==> src/rtl/sio_pkg.sv <==
// Shared constants and command payload for the 128-clock sio remote IO frame.
package sio_pkg;

  localparam int unsigned FRAME_CLOCKS = 128;
  localparam int unsigned ADDR_W       = 4;
  localparam int unsigned DATA_W       = 16;
  localparam int unsigned CMD_W        = ADDR_W + DATA_W;

  localparam logic [ADDR_W-1:0] IDLE_ADDR     = 4'hF;
  localparam logic [ADDR_W-1:0] ADDR_RESET    = 4'h0;
  localparam logic [ADDR_W-1:0] ADDR_SYNC     = 4'h1;
  localparam logic [ADDR_W-1:0] ADDR_ADC_SPI0 = 4'h2;
  localparam logic [ADDR_W-1:0] ADDR_ADC_SPI1 = 4'h3;
  localparam logic [ADDR_W-1:0] ADDR_ID       = 4'h4;
  localparam logic [DATA_W-1:0] ID_VALUE      = 16'hCAFE;

  typedef struct packed {
    logic [ADDR_W-1:0] addr;
    logic [DATA_W-1:0] wdata;
  } sio_cmd_t;

endpackage

==> src/rtl/sio_rr_arbiter.sv <==
// Combinational round-robin pick: first valid requester at or after ptr.
module sio_rr_arbiter #(
  parameter  int unsigned NREQ  = 4,
  localparam int unsigned IDX_W = $clog2(NREQ)
) (
  input  logic [NREQ-1:0]  req,
  input  logic [IDX_W-1:0] ptr,
  output logic [NREQ-1:0]  gnt_c,
  output logic [IDX_W-1:0] gnt_idx_c,
  output logic             any_c
);

  int unsigned j;

  // Walk from the farthest slot back toward ptr so the nearest valid one wins.
  always_comb begin
    gnt_idx_c = '0;
    any_c     = 1'b0;
    j         = 0;
    for (int k = int'(NREQ) - 1; k >= 0; k--) begin
      j = (32'(ptr) + 32'(k)) % NREQ;
      if (req[j]) begin
        gnt_idx_c = IDX_W'(j);
        any_c     = 1'b1;
      end
    end
    gnt_c = any_c ? (NREQ'(1) << gnt_idx_c) : '0;
  end

endmodule

==> src/rtl/sio_host_sched.sv <==
// Host-side sio command scheduler: one round-robin grant per frame, readback
// routed to the owning requester, timeout reported at the next frame wrap.
module sio_host_sched
  import sio_pkg::*;
#(
  parameter int unsigned NREQ      = 4,
  parameter int unsigned FRAME     = FRAME_CLOCKS,
  parameter logic [3:0]  IDLE_ADDR = sio_pkg::IDLE_ADDR
) (
  input  logic                     clock,
  input  logic                     reset,
  input  logic [NREQ-1:0]          req_valid,
  input  logic [4*NREQ-1:0]        req_addr,
  input  logic [16*NREQ-1:0]       req_wdata,
  output logic [NREQ-1:0]          req_ready,
  output logic                     frame_start,
  output logic [3:0]               cmd_addr,
  output logic [15:0]              cmd_wdata,
  input  logic [15:0]              rx_rdata,
  input  logic                     rx_rdata_valid,
  output logic                     resp_valid,
  output logic [$clog2(NREQ)-1:0]  resp_id,
  output logic [15:0]              resp_data,
  output logic                     resp_timeout,
  output logic [15:0]              timeout_count
);

  localparam int unsigned IDX_W = $clog2(NREQ);
  localparam int unsigned CNT_W = $clog2(FRAME);

  logic [CNT_W-1:0] count;
  logic [IDX_W-1:0] rr_ptr;
  logic [IDX_W-1:0] inflight_id;
  logic             inflight;

  logic [NREQ-1:0]  gnt_c;
  logic [IDX_W-1:0] gnt_idx_c;
  logic             gnt_any_c;
  logic             wrap_c;
  logic             rx_hit_c;
  sio_cmd_t         req_cmd [NREQ];

  for (genvar i = 0; i < NREQ; i++) begin : g_unpack
    assign req_cmd[i] = {req_addr[4*i +: 4], req_wdata[16*i +: 16]};
  end

  assign wrap_c   = (count == CNT_W'(FRAME - 1));
  assign rx_hit_c = rx_rdata_valid && inflight;

  sio_rr_arbiter #(.NREQ(NREQ)) u_arb (
    .req       (req_valid),
    .ptr       (rr_ptr),
    .gnt_c     (gnt_c),
    .gnt_idx_c (gnt_idx_c),
    .any_c     (gnt_any_c)
  );

  // A grant at the wrap overrides the inflight clear from a same-cycle readback.
  always_ff @(posedge clock) begin
    if (reset) begin
      count         <= '0;
      rr_ptr        <= '0;
      inflight      <= 1'b0;
      inflight_id   <= '0;
      frame_start   <= 1'b0;
      req_ready     <= '0;
      cmd_addr      <= IDLE_ADDR;
      cmd_wdata     <= '0;
      resp_valid    <= 1'b0;
      resp_id       <= '0;
      resp_data     <= '0;
      resp_timeout  <= 1'b0;
      timeout_count <= '0;
    end else begin
      count        <= wrap_c ? '0 : count + CNT_W'(1);
      frame_start  <= wrap_c;
      req_ready    <= '0;
      resp_valid   <= 1'b0;
      resp_timeout <= 1'b0;

      if (rx_hit_c) begin
        resp_valid <= 1'b1;
        resp_id    <= inflight_id;
        resp_data  <= rx_rdata;
        inflight   <= 1'b0;
      end else if (wrap_c && inflight) begin
        resp_valid   <= 1'b1;
        resp_timeout <= 1'b1;
        resp_id      <= inflight_id;
        resp_data    <= '0;
        if (timeout_count != 16'hFFFF) timeout_count <= timeout_count + 16'd1;
      end

      if (wrap_c) begin
        if (gnt_any_c) begin
          cmd_addr    <= req_cmd[gnt_idx_c].addr;
          cmd_wdata   <= req_cmd[gnt_idx_c].wdata;
          req_ready   <= gnt_c;
          inflight    <= 1'b1;
          inflight_id <= gnt_idx_c;
          rr_ptr      <= IDX_W'((32'(gnt_idx_c) + 32'd1) % NREQ);
        end else begin
          cmd_addr  <= IDLE_ADDR;
          cmd_wdata <= '0;
          inflight  <= 1'b0;
        end
      end
    end
  end

endmodule

==> config.mk <==
export PLATFORM = sky130hd
export DESIGN_NAME = sio_host_sched
export DESIGN_NICKNAME = d
export VERILOG_FILES = /design/src/rtl/sio_pkg.sv /design/src/rtl/sio_rr_arbiter.sv /design/src/rtl/sio_host_sched.sv
export SDC_FILE = /design/constraint.sdc
export NUM_CORES = 1
export LEC_CHECK = 0
export ABC_AREA = 1
export BUFFER_PORTS_ARGS = -buffer_cell sky130_fd_sc_hd__buf_2
export CELL_PAD_IN_SITES_DETAIL_PLACEMENT = 1
export CELL_PAD_IN_SITES_GLOBAL_PLACEMENT = 2
export CORE_ASPECT_RATIO = 1.75
export CORE_UTILIZATION = 27
export CTS_BUF_LIST = sky130_fd_sc_hd__clkbuf_4 sky130_fd_sc_hd__clkbuf_8
export DETAILED_ROUTE_END_ITERATION = 8
export MAX_ROUTING_LAYER = met4
export PLACE_DENSITY = 0.95
export SLEW_MARGIN = 20
export SYNTH_ARGS = -nofsm -noshare
export SYNTH_HDL_FRONTEND = slang
export SYNTH_SLANG_ARGS = --single-unit
export TNS_END_PERCENT = 50
==> constraint.sdc <==
create_clock -name clock -period 2.9 [get_ports clock]
set_clock_uncertainty 0.05 [all_clocks]
set_input_delay 0 -clock clock [delete_from_list [all_inputs] [get_ports clock]]
set_output_delay 0 -clock clock [all_outputs]
set_load 0.005 [all_outputs]
==> flow_summary.ini, run 1 <==
[layout]
final_area_um2 = 5710
fillers = 1772
antenna_cells = 0
syn2layout_area_growth_pct = 52.7
final_common_cell = nand2_1
drive_gt1_frac = 0.259
fin_nets = 910
final_cell_mix = nand2_1, buf_2, nand3_1, dlygate4sd3_1, dfxtp_1

[routing]
ant_nets = 0
vias = 4798
drc = 0
viasPerCell = 4.88
drt-total-wl_um = 16000
drtIter0Drc = 148
firstDrtPassIters = 4
avgRoutedWirePerCell_um = 16.2

[timing]
timing.fmax_mhz = 367
worst_slew_pin_slew_ns = 0.770
finalMaxSlewViolations = 0
hold_viol_final = 0
rsz0062_at_grt = false
setup_violations = 0
relSlewSlack = 0.482
tns_ns = 0
period_needed_ns = 2.72
min_period_over_period = 0.939

[synth]
yosys.area.top_type = dfxtp_1
async_flop_share = 0
synth_flop_cell = dfxtp_1
synth_cells = 565
synthesis.nets = 670
ys.warnings.count = 0
synth.area.top_cells = dfxtp_1, nand2_1, nand3_1, inv_1, nor2_1
synth-seq-area-share = 0.391
synth-edff-count = 0
synth_area_um2 = 3740
synth_cell_types = 36
ys_ff_latch = 73
syn_avg_cell_area_um2 = 6.62
synth_top_area_share = 0.391

[clock_network]
cts_tree = built
root_buffer = clkbuf_8
cts_made_buffers = 9
clock_path_buffers = 2
clock_latency_ns = 0.35
clkSinkCount = 73
cts_max_level = 3
clk_transition_reported_paths_ns = 0.08
post_cts_resized = 0

[floorplan]
fp.dieW_um = 91.0
core_area_um2 = 13500
initial_core_util = 0.278
die_area_um2 = 14300
fp.dieH_um = 158
io_pins = 164
row_count = 56

[status]
outcome = complete, no violations

[power_and_ir_drop]
powerDensity_nw_per_um2 = 390
p_leak_nw = 2.74
max-vdd-ir-drop_mv = 0.173

[worst_setup_path]
end_kind = flop
worstSetupPathType = flop to flop
cp.arrival_ns = 2.92
rr_worst_depth = 14
worstPathMaxFanout = 10
startpoint_type = flop
cp.required_ns = 3.09

[grt]
first_global_vias = 5192
grt_antenna_before_repair = 0
overflow = 0
grt_max_degree = 44
grt_usage = 0.219
grt_pass1_wl_um = 24300

[place]
hpwl_um = 10300
dpl_cell_area_um2 = 4650
place_congestion = 0.845
io_buffers = 163

[min_path]
min_path_cells = 7
hold_class = input pin to flop

[run]
drv_cap = 0
-- layer usage --
metal  routed length [µm]  vias up  track usage
met1                 5880     2301        0.208
li1                     -     2298            -
met4                  462        0       0.0975
met2                 8990      159        0.429
met3                  626       40       0.0370
met5                    0        -            -
-- logic make-up (layout without fill, tap and decap cells) --
kind of cell	after synthesis	in the layout	share of synthesized area
XOR/XNOR	6	6	0.0141
AO/OA/AOI/OAI	48	48	0.0706
buffers and inverters	76	317	0.0950
AND/OR/NAND/NOR	360	364	0.423
adder cells (fa/ha/maj)	2	2	0.00669
flip-flops	73	73	0.391
-- final cells by class --
class,count,area [µm²],share of cell area
tap,174,218,0.0381
sequential,73,1460,0.256
timing repair buffer,248,1650,0.290
clock inverter,6,67.6,0.0118
clock buffer,10,138,0.0241
multi-input combinational,420,1960,0.344
inverter,53,206,0.0362
-- Yosys cell counts (2+ instances only) --
library cell / number
clkinv_1: 3
nand2_1: 197
inv_1: 45
xnor2_1: 3
nor3_1: 9
ha_1: 2
o21ai_0: 12
buf_8: 2
nor2_1: 38
clkbuf_1: 8
buf_6: 3
inv_2: 4
nand2_2: 3
nand3_4: 2
or2_2: 4
a21oi_1: 27
buf_4: 2
xor2_1: 3
buf_2: 8
a211oi_1: 3
nand3_1: 97
dfxtp_1: 73
nor4_1: 2
nand4_1: 3
-- critical path, stage by stage (launching register included) --
cell and delay (ns):
dfxtp_1 0.38, inv_2 0.20, nand2_1 0.07, nand2_1 0.11, nand2_2 0.09, nand2_1 0.11
inv_1 0.05, nand2_1 0.16, nand3_4 0.22, buf_4 0.24, nand3_1 0.08, nand3_1 0.12
dlygate4sd3_1 0.59, nand3_1 0.08, nand2_1 0.06
-- where the power goes --
part           leakage, nW  total [mW]  internal (mW)  switching, mW
Sequential           0.588        1.01           1.00        0.00240
Combinational         2.05       0.383          0.187          0.197
Clock               0.0985       0.838          0.422          0.415
Total                 2.74        2.23           1.61          0.615
-- worst paths after layout --
check	startpoint	end	slack (ns)
setup / recovery	rr_ptr[0]$_SDFFE_PP0P_	cmd_wdata[4]$_SDFFE_PP0N_	0.18
hold / removal	req_addr[2]	cmd_addr[2]$_SDFFE_PP1N_	0.02
setup reg to reg	rr_ptr[0]$_SDFFE_PP0P_	cmd_wdata[4]$_SDFFE_PP0N_	0.18
hold reg to reg	cmd_wdata[1]$_SDFFE_PP0N_	cmd_wdata[1]$_SDFFE_PP0N_	0.40
-- what timing repair did --
action,in CTS,in global routing
setup buffers,0,2
endpoints found under the hold margin,35,0
setup endpoints to repair,0,15
hold buffers,80,0
-- stage by stage --
| step | hold slack (ns) | util | total power [mW] | worst slack (ns) | cells |
|---|---|---|---|---|---|
| 5_1_grt | 0.0309 | 0.424 | 2.34 | 0.0163 | 984 |
| 2_1_floorplan | 0.0990 | - | 1.19 | 1.06 | 565 |
| 3_3_place_gp | 0.205 | 0.345 | 1.28 | 0.623 | 882 |
| 6_report | 0.0165 | 0.424 | 2.23 | 0.176 | 984 |
| 3_5_place_dp | 0.212 | 0.345 | 1.29 | 0.469 | 882 |
| 4_1_cts | 0.000181 | 0.420 | 2.24 | 0.0220 | 978 |
-- registers in the layout, indices dropped and copies added, names as in the netlist, 2 cells and up --
register	flops
cmd_wdata	16
resp_data	16
timeout_count	16
count	7
cmd_addr	4
req_ready	4
inflight_id	2
resp_id	2
rr_ptr	2
No activity file was read; power rests on OpenSTA's default activity.
==> run 2: changes to the inputs <==
--- a/config.mk
+++ b/config.mk
@@ -5,16 +5,16 @@
 export SDC_FILE = /design/constraint.sdc
 export NUM_CORES = 1
 export LEC_CHECK = 0
-export ABC_AREA = 1
 export BUFFER_PORTS_ARGS = -buffer_cell sky130_fd_sc_hd__buf_2
 export CELL_PAD_IN_SITES_DETAIL_PLACEMENT = 1
 export CELL_PAD_IN_SITES_GLOBAL_PLACEMENT = 2
 export CORE_ASPECT_RATIO = 1.75
-export CORE_UTILIZATION = 27
+export CORE_UTILIZATION = 29
 export CTS_BUF_LIST = sky130_fd_sc_hd__clkbuf_4 sky130_fd_sc_hd__clkbuf_8
 export DETAILED_ROUTE_END_ITERATION = 8
 export MAX_ROUTING_LAYER = met4
 export PLACE_DENSITY = 0.95
+export RECOVER_POWER = 50
 export SLEW_MARGIN = 20
 export SYNTH_ARGS = -nofsm -noshare
 export SYNTH_HDL_FRONTEND = slang
==> run 2 against run 1 <==
Effect of this change:
- sequential share of layout area grew 1.4 points
- maximum frequency grew 0.65%
- sequential power is essentially flat
- sequential cell count is the same
- count of clock-buffer cells in the layout grew 1
- final cell count shrank 17%
- combinational power shrank 39%
- wire length shrank 12%
- highest routed layer unchanged
==> flow_summary.ini, run 2 <==
[timing]
timing.fmax_mhz = 369
rsz0062_at_grt = false
worst_slew_pin_slew_ns = 0.662
finalMaxSlewViolations = 0
min_period_over_period = 0.933
setup_violations = 0
tns_ns = 0
hold_viol_final = 0
period_needed_ns = 2.71
relSlewSlack = 0.559

[worst_setup_path]
worstSetupPathType = flop to flop
cp.arrival_ns = 2.96
startpoint_type = flop
cp.required_ns = 3.15
end_kind = flop
worstPathMaxFanout = 32

[clock_network]
root_buffer = clkbuf_8
cts_made_buffers = 9
clock_path_buffers = 2
cts_tree = built
cts_max_level = 3
clock_latency_ns = 0.35
clk_transition_reported_paths_ns = 0.08
clkSinkCount = 73

[synth]
synthesis.nets = 542
synth_area_um2 = 3630
syn_avg_cell_area_um2 = 8.32
synth_flop_cell = dfxtp_1
yosysMostFrequentCell = dfxtp_1
synth.area.top_cells = dfxtp_1, a211oi_1, mux2i_1, nand3_1, nor2_1
yosys.area.top_type = dfxtp_1
synth_top_area_share = 0.402
synth_cells = 437
ys_ff_latch = 73
synth_cell_types = 43
synth-seq-area-share = 0.402
synth_common_cells = dfxtp_1, nor2_1, nand3_1
ys.warnings.count = 0
synth-edff-count = 0
async_flop_share = 0

[layout]
final_common_cell = buf_2
drive_gt1_frac = 0.256
top_regs = cmd_wdata (16), resp_data (16), timeout_count (16)
final_area_um2 = 5410
fin_util = 0.446
antenna_cells = 0
syn2layout_area_growth_pct = 48.8
final_cell_mix = buf_2, dfxtp_1, dlygate4sd3_1, nor2_1, nand3_1
fin_nets = 752

[min_path]
hold_class = input pin to flop

[routing]
viasPerCell = 5.19
drtIter0Drc = 99
drt-total-wl_um = 14000
vias = 4243
avgRoutedWirePerCell_um = 17.2
drc = 0
ant_nets = 0
firstDrtPassIters = 4

[floorplan]
io_pins = 164
initial_core_util = 0.300
die_area_um2 = 13000
fp.dieH_um = 150
core_area_um2 = 12100
fp.dieW_um = 86.6
row_count = 53

[power_and_ir_drop]
comb_power_share = 0.107
powerDensity_nw_per_um2 = 400
internal-power_mw = 1.65
p_leak_nw = 2.42
pwr-share-clk = 0.427
max-vdd-ir-drop_mv = 0.175
switchingPower_uw = 509
seqPwrFrac = 0.466
switching_share = 0.236

[grt]
grt_usage = 0.222
grt_max_degree = 45
first_global_vias = 4468
grt_antenna_before_repair = 0
grt_pass1_wl_um = 21600
overflow = 0

[run]
drv_cap = 0

[place]
io_buffers = 163
dpl_cell_area_um2 = 4630
hpwl_um = 9570
place_congestion = 0.813

[status]
outcome = complete, no violations
[run 2: cell type report]
class / instances / area [µm²]
clock buffers: 11 / 151
fillers: 1514 / 6730
flip-flops and latches: 73 / 1460
well taps: 165 / 206
inverters: 28 / 105
repair buffers: 234 / 1450
multi-input cells: 301 / 1960
clock inverters: 5 / 77.6
[run 2: path summary, 6_finish.rpt]
kind,to,slack [ns],cells after the start,start
max reg2reg,cmd_wdata[13]$_SDFFE_PP0N_,0.19,8,count[0]$_SDFF_PP0_
min reg2reg,count[0]$_SDFF_PP0_,0.40,1,count[0]$_SDFF_PP0_
max,cmd_wdata[13]$_SDFFE_PP0N_,0.19,8,count[0]$_SDFF_PP0_
min,cmd_addr[0]$_SDFFE_PP1N_,0.005,3,req_addr[8]
[run 2: kinds of logic after synthesis]
kind of cell             count (synthesis)  share of synthesized area
XOR/XNOR                                17                     0.0410
buffers and inverters                   63                     0.0661
multiplexers                            24                     0.0661
flip-flops                              73                      0.402
AND/OR/NAND/NOR                        168                      0.234
adder cells (fa/ha/maj)                  2                    0.00688
AO/OA/AOI/OAI                           90                      0.183
[run 2: routing by layer]
layer	track usage	part of all wire	up-vias	wire [µm]
li1	-	-	2015	-
met1	0.207	0.37	2041	5140
met2	0.431	0.56	157	7830
met3	0.0340	0.044	30	619
met4	0.102	0.030	0	419
met5	-	0	-	0
[run 2: metrics by stage]
stage	setup WS (ns)	hold slack, ns	cells	total power, mW
after detailed placement	0.622	0.192	743	1.21
after global routing	0.0860	0.0499	817	2.25
after global placement	0.713	0.180	743	1.21
after floorplan	0.805	0.0961	437	1.11
final	0.193	0.00522	817	2.16
after CTS	0.0918	0.000775	817	2.18
[run 2: what timing repair did]
item	4_1_cts	5_1_grt
buffers inserted	0	0
setup endpoints to repair	0	20
hold buffers	58	0
endpoints found under the hold margin	38	0
gates resized for setup	0	3
[run 2: power by group through the flow]
| stage | logic [mW] | registers [mW] | clock network, mW |
|---|---|---|---|
| floorplan | 0.0778 | 1.03 | 0 |
| global placement | 0.175 | 1.03 | 0 |
| detailed placement | 0.179 | 1.03 | 0 |
| CTS | 0.227 | 1.01 | 0.945 |
| global route | 0.249 | 1.01 | 0.992 |
| finish | 0.232 | 1.01 | 0.923 |
[run 2: critical path: stages (launching register included)]
cell           delay, ns
dfxtp_1             0.36
ha_1                0.21
and3_1              0.36
nand3_4             0.23
and3b_1             0.26
buf_4               0.33
nand3_1             0.17
nand3_1             0.12
dlygate4sd3_1       0.55
==> run 3: changes to the inputs <==
--- a/config.mk
+++ b/config.mk
@@ -9,7 +9,7 @@
 export CELL_PAD_IN_SITES_DETAIL_PLACEMENT = 1
 export CELL_PAD_IN_SITES_GLOBAL_PLACEMENT = 2
 export CORE_ASPECT_RATIO = 1.75
-export CORE_UTILIZATION = 29
+export CORE_UTILIZATION = 30
 export CTS_BUF_LIST = sky130_fd_sc_hd__clkbuf_4 sky130_fd_sc_hd__clkbuf_8
 export DETAILED_ROUTE_END_ITERATION = 8
 export MAX_ROUTING_LAYER = met4
@@ -18,5 +18,6 @@
 export SLEW_MARGIN = 20
 export SYNTH_ARGS = -nofsm -noshare
 export SYNTH_HDL_FRONTEND = slang
+export SYNTH_HIERARCHICAL = 1
 export SYNTH_SLANG_ARGS = --single-unit
 export TNS_END_PERCENT = 50
==> constraint.sdc (replaced) <==
create_clock -name clock -period 2.9 [get_ports clock]
set_clock_uncertainty 0.05 [all_clocks]
set_input_delay 0 -clock clock [delete_from_list [all_inputs] [get_ports clock]]
set_output_delay 0 -clock clock [all_outputs]
set_load 0.01 [all_outputs]
==> run 3 against run 2 <==
Effect of this change:
- non-clock buffer count is 50 lower
- largest power group unchanged
- critical path type unchanged
- highest routed layer unchanged
- count of clock-buffer cells in the layout is the same
- critical path depth shrank 2
- sequential share of layout area up 4.9 points
- sequential power hardly changed
==> flow_summary.ini, run 3 <==
[run]
drv_cap = 0

[synth]
ys_ff_latch = 73
synth_flop_cell = dfxtp_1
synth_compound_area_frac = 0.202
synth.area.mux_share = 0.141
synth_cell_types = 46
synth_common_cells = dfxtp_1, a22o_1, a21oi_1
yosys.area.top_type = dfxtp_1
syn_avg_cell_area_um2 = 10.7
synth_area_um2 = 3350
synthSimpleGateAreaFrac = 0.165
synth-seq-area-share = 0.437
synth_cells = 312
synthesis.nets = 417
synth-edff-count = 0
synth.area.top_cells = dfxtp_1, mux4_2, a22o_1, a21oi_1, o31ai_1
async_flop_share = 0
ys.warnings.count = 6
synth_xor_area_frac = 0.0131
yosys.area_share.adder = 0.00748
synth_top_area_share = 0.437
yosysMostFrequentCell = dfxtp_1
synth_top_family_by_area = compound AO/OA/AOI/OAI gates

[power_and_ir_drop]
max-vdd-ir-drop_mv = 0.217
powerDensity_nw_per_um2 = 462
p_leak_nw = 1.83

[timing]
rsz0062_at_grt = false
hold_viol_final = 0
whs_ns = 0.0209
worst_slew_pin_slew_ns = 0.760
tns_ns = 0
finalMaxSlewViolations = 0
setup_violations = 0
min_period_over_period = 0.817
period_needed_ns = 2.37
relSlewSlack = 0.493
timing.fmax_mhz = 422

[worst_setup_path]
worstPathCellList = nor2_1 -> o21bai_1 -> a221oi_4 -> buf_4 -> mux4_2 -> a22o_1
worstPathMaxFanout = 23
r2r_start = rr_ptr[0]$_SDFFE_PP0P_
crit_buf_inv = 1
startpoint_type = flop
rr_worst_depth = 6
critPathSlowestCell = mux4_2
cp.required_ns = 3.09
end_kind = flop
worstSetupPathType = flop to flop
cp.arrival_ns = 2.56
rr_endpoint = cmd_wdata[15]$_SDFFE_PP0N_
critical-path-max-stage-delay_ns = 0.56
crit_family = compound AO/OA/AOI/OAI gates
r2r_slack_ns = 0.53

[place]
io_buffers = 163
place_congestion = 0.752
place_inst = 587
dpl_cell_area_um2 = 4250
hpwl_um = 7650

[routing]
ant_nets = 0
firstDrtPassIters = 4
vias = 3288
drt-total-wl_um = 10300
avgRoutedWirePerCell_um = 16.6
drtIter0Drc = 54
viasPerCell = 5.29
drc = 0

[clock_network]
cts_made_buffers = 9
clkSinkCount = 73
post_cts_resized = 0
cts_tree = built
clk_transition_reported_paths_ns = 0.08
root_buffer = clkbuf_8
cts_max_level = 3
clock_path_buffers = 2
clock_latency_ns = 0.35

[floorplan]
initial_core_util = 0.311
io_pins = 164
fp.dieW_um = 81.8
core_area_um2 = 10800
fp.dieH_um = 142
die_area_um2 = 11600
row_count = 50

[grt]
grt_usage = 0.188
grt_pass1_wl_um = 16000
first_global_vias = 3511
overflow = 0
grt_max_degree = 28
grt_antenna_before_repair = 0

[min_path]
hold_class = input pin to flop
min_to = cmd_wdata[13]$_SDFFE_PP0N_
min_path_cells = 3
hp-start = req_wdata[61]

[layout]
multi_input_area_um2 = 1770
regArea_um2 = 1460
syn2layout_area_growth_pct = 36.9
fin_cells = 621
antenna_cells = 0
drive_gt1_frac = 0.305
final_area_um2 = 4580
final_cell_mix = buf_2, dfxtp_1, clkbuf_1, a22o_1, a21oi_1
fillers = 1279
final_common_cell = buf_2
fin_nets = 591
fin_util = 0.426
top_regs = cmd_wdata (16), resp_data (16), timeout_count (16)

[status]
outcome = complete, no violations
-- run 3: repair_timing --
| action | CTS | global route |
|---|---|---|
| buffers inserted | 0 | 0 |
| hold endpoints to repair | 18 | 0 |
| hold buffers | 18 | 0 |
-- run 3: kinds of logic after synthesis --
family	count (synthesis)
xor gates and xnor gates	5
muxes	22
buffers and inverters	24
and+or+nand+nor	94
DFF	73
adders and majority gates	2
AOI/OAI and AO/OA	92
-- run 3: report_power, final --
part	switching, mW	leakage [nW]	internal (mW)
Clock	0.376	0.115	0.528
Sequential	0.00314	0.588	1.01
Combinational	0.0806	1.12	0.124
-- run 3: final cells by class --
| class | instances | area share |
|---|---|---|
| timing repair buffer | 184 | 0.206 |
| tap | 130 | 0.0355 |
| clock inverter | 5 | 0.0169 |
| sequential | 73 | 0.319 |
| multi-input combinational | 215 | 0.387 |
| inverter | 3 | 0.00246 |
| clock buffer | 11 | 0.0331 |
-- run 3: worst max-delay path by stage --
stage                           start                          to  slack, ns  depth (start not counted)
4_1_cts        rr_ptr[0]$_SDFFE_PP0P_  cmd_wdata[15]$_SDFFE_PP0N_       0.52                          6
2_1_floorplan  rr_ptr[0]$_SDFFE_PP0P_   cmd_wdata[6]$_SDFFE_PP0N_       0.61                          7
3_5_place_dp   rr_ptr[0]$_SDFFE_PP0P_  cmd_wdata[15]$_SDFFE_PP0N_       0.53                          6
6_report       rr_ptr[0]$_SDFFE_PP0P_  cmd_wdata[15]$_SDFFE_PP0N_       0.53                          6
3_3_place_gp   rr_ptr[0]$_SDFFE_PP0P_  cmd_wdata[11]$_SDFFE_PP0N_       0.65                          6
5_1_grt           count[0]$_SDFF_PP0_   cmd_wdata[6]$_SDFFE_PP0N_       0.35                          5
-- run 3: per-layer routing --
| metal | wire length, µm | vias up | GRT usage |
|---|---|---|---|
| met5 | 0 | - | - |
| met4 | 163 | 0 | 0.0822 |
| met3 | 450 | 11 | 0.0264 |
| met2 | 5990 | 125 | 0.362 |
| met1 | 3710 | 1583 | 0.173 |
| li1 | - | 1569 | - |
-- run 3: stage by stage --
step                power [mW]  setup WS, ns
floorplan                 1.13         0.615
global placement          1.21         0.647
detailed placement        1.22         0.534
CTS                       2.16         0.516
global route              2.21         0.351
finish                    2.12         0.532
-- run 3: worst reg2reg max path, delay by kind of cell, from the launching register on --
family / cells / cell delay (ns)
DFF: 1 / 0.48
buffers and inverters: 1 / 0.43
AOI/OAI and AO/OA: 3 / 0.62
and+or+nand+nor: 1 / 0.11
muxes: 1 / 0.57
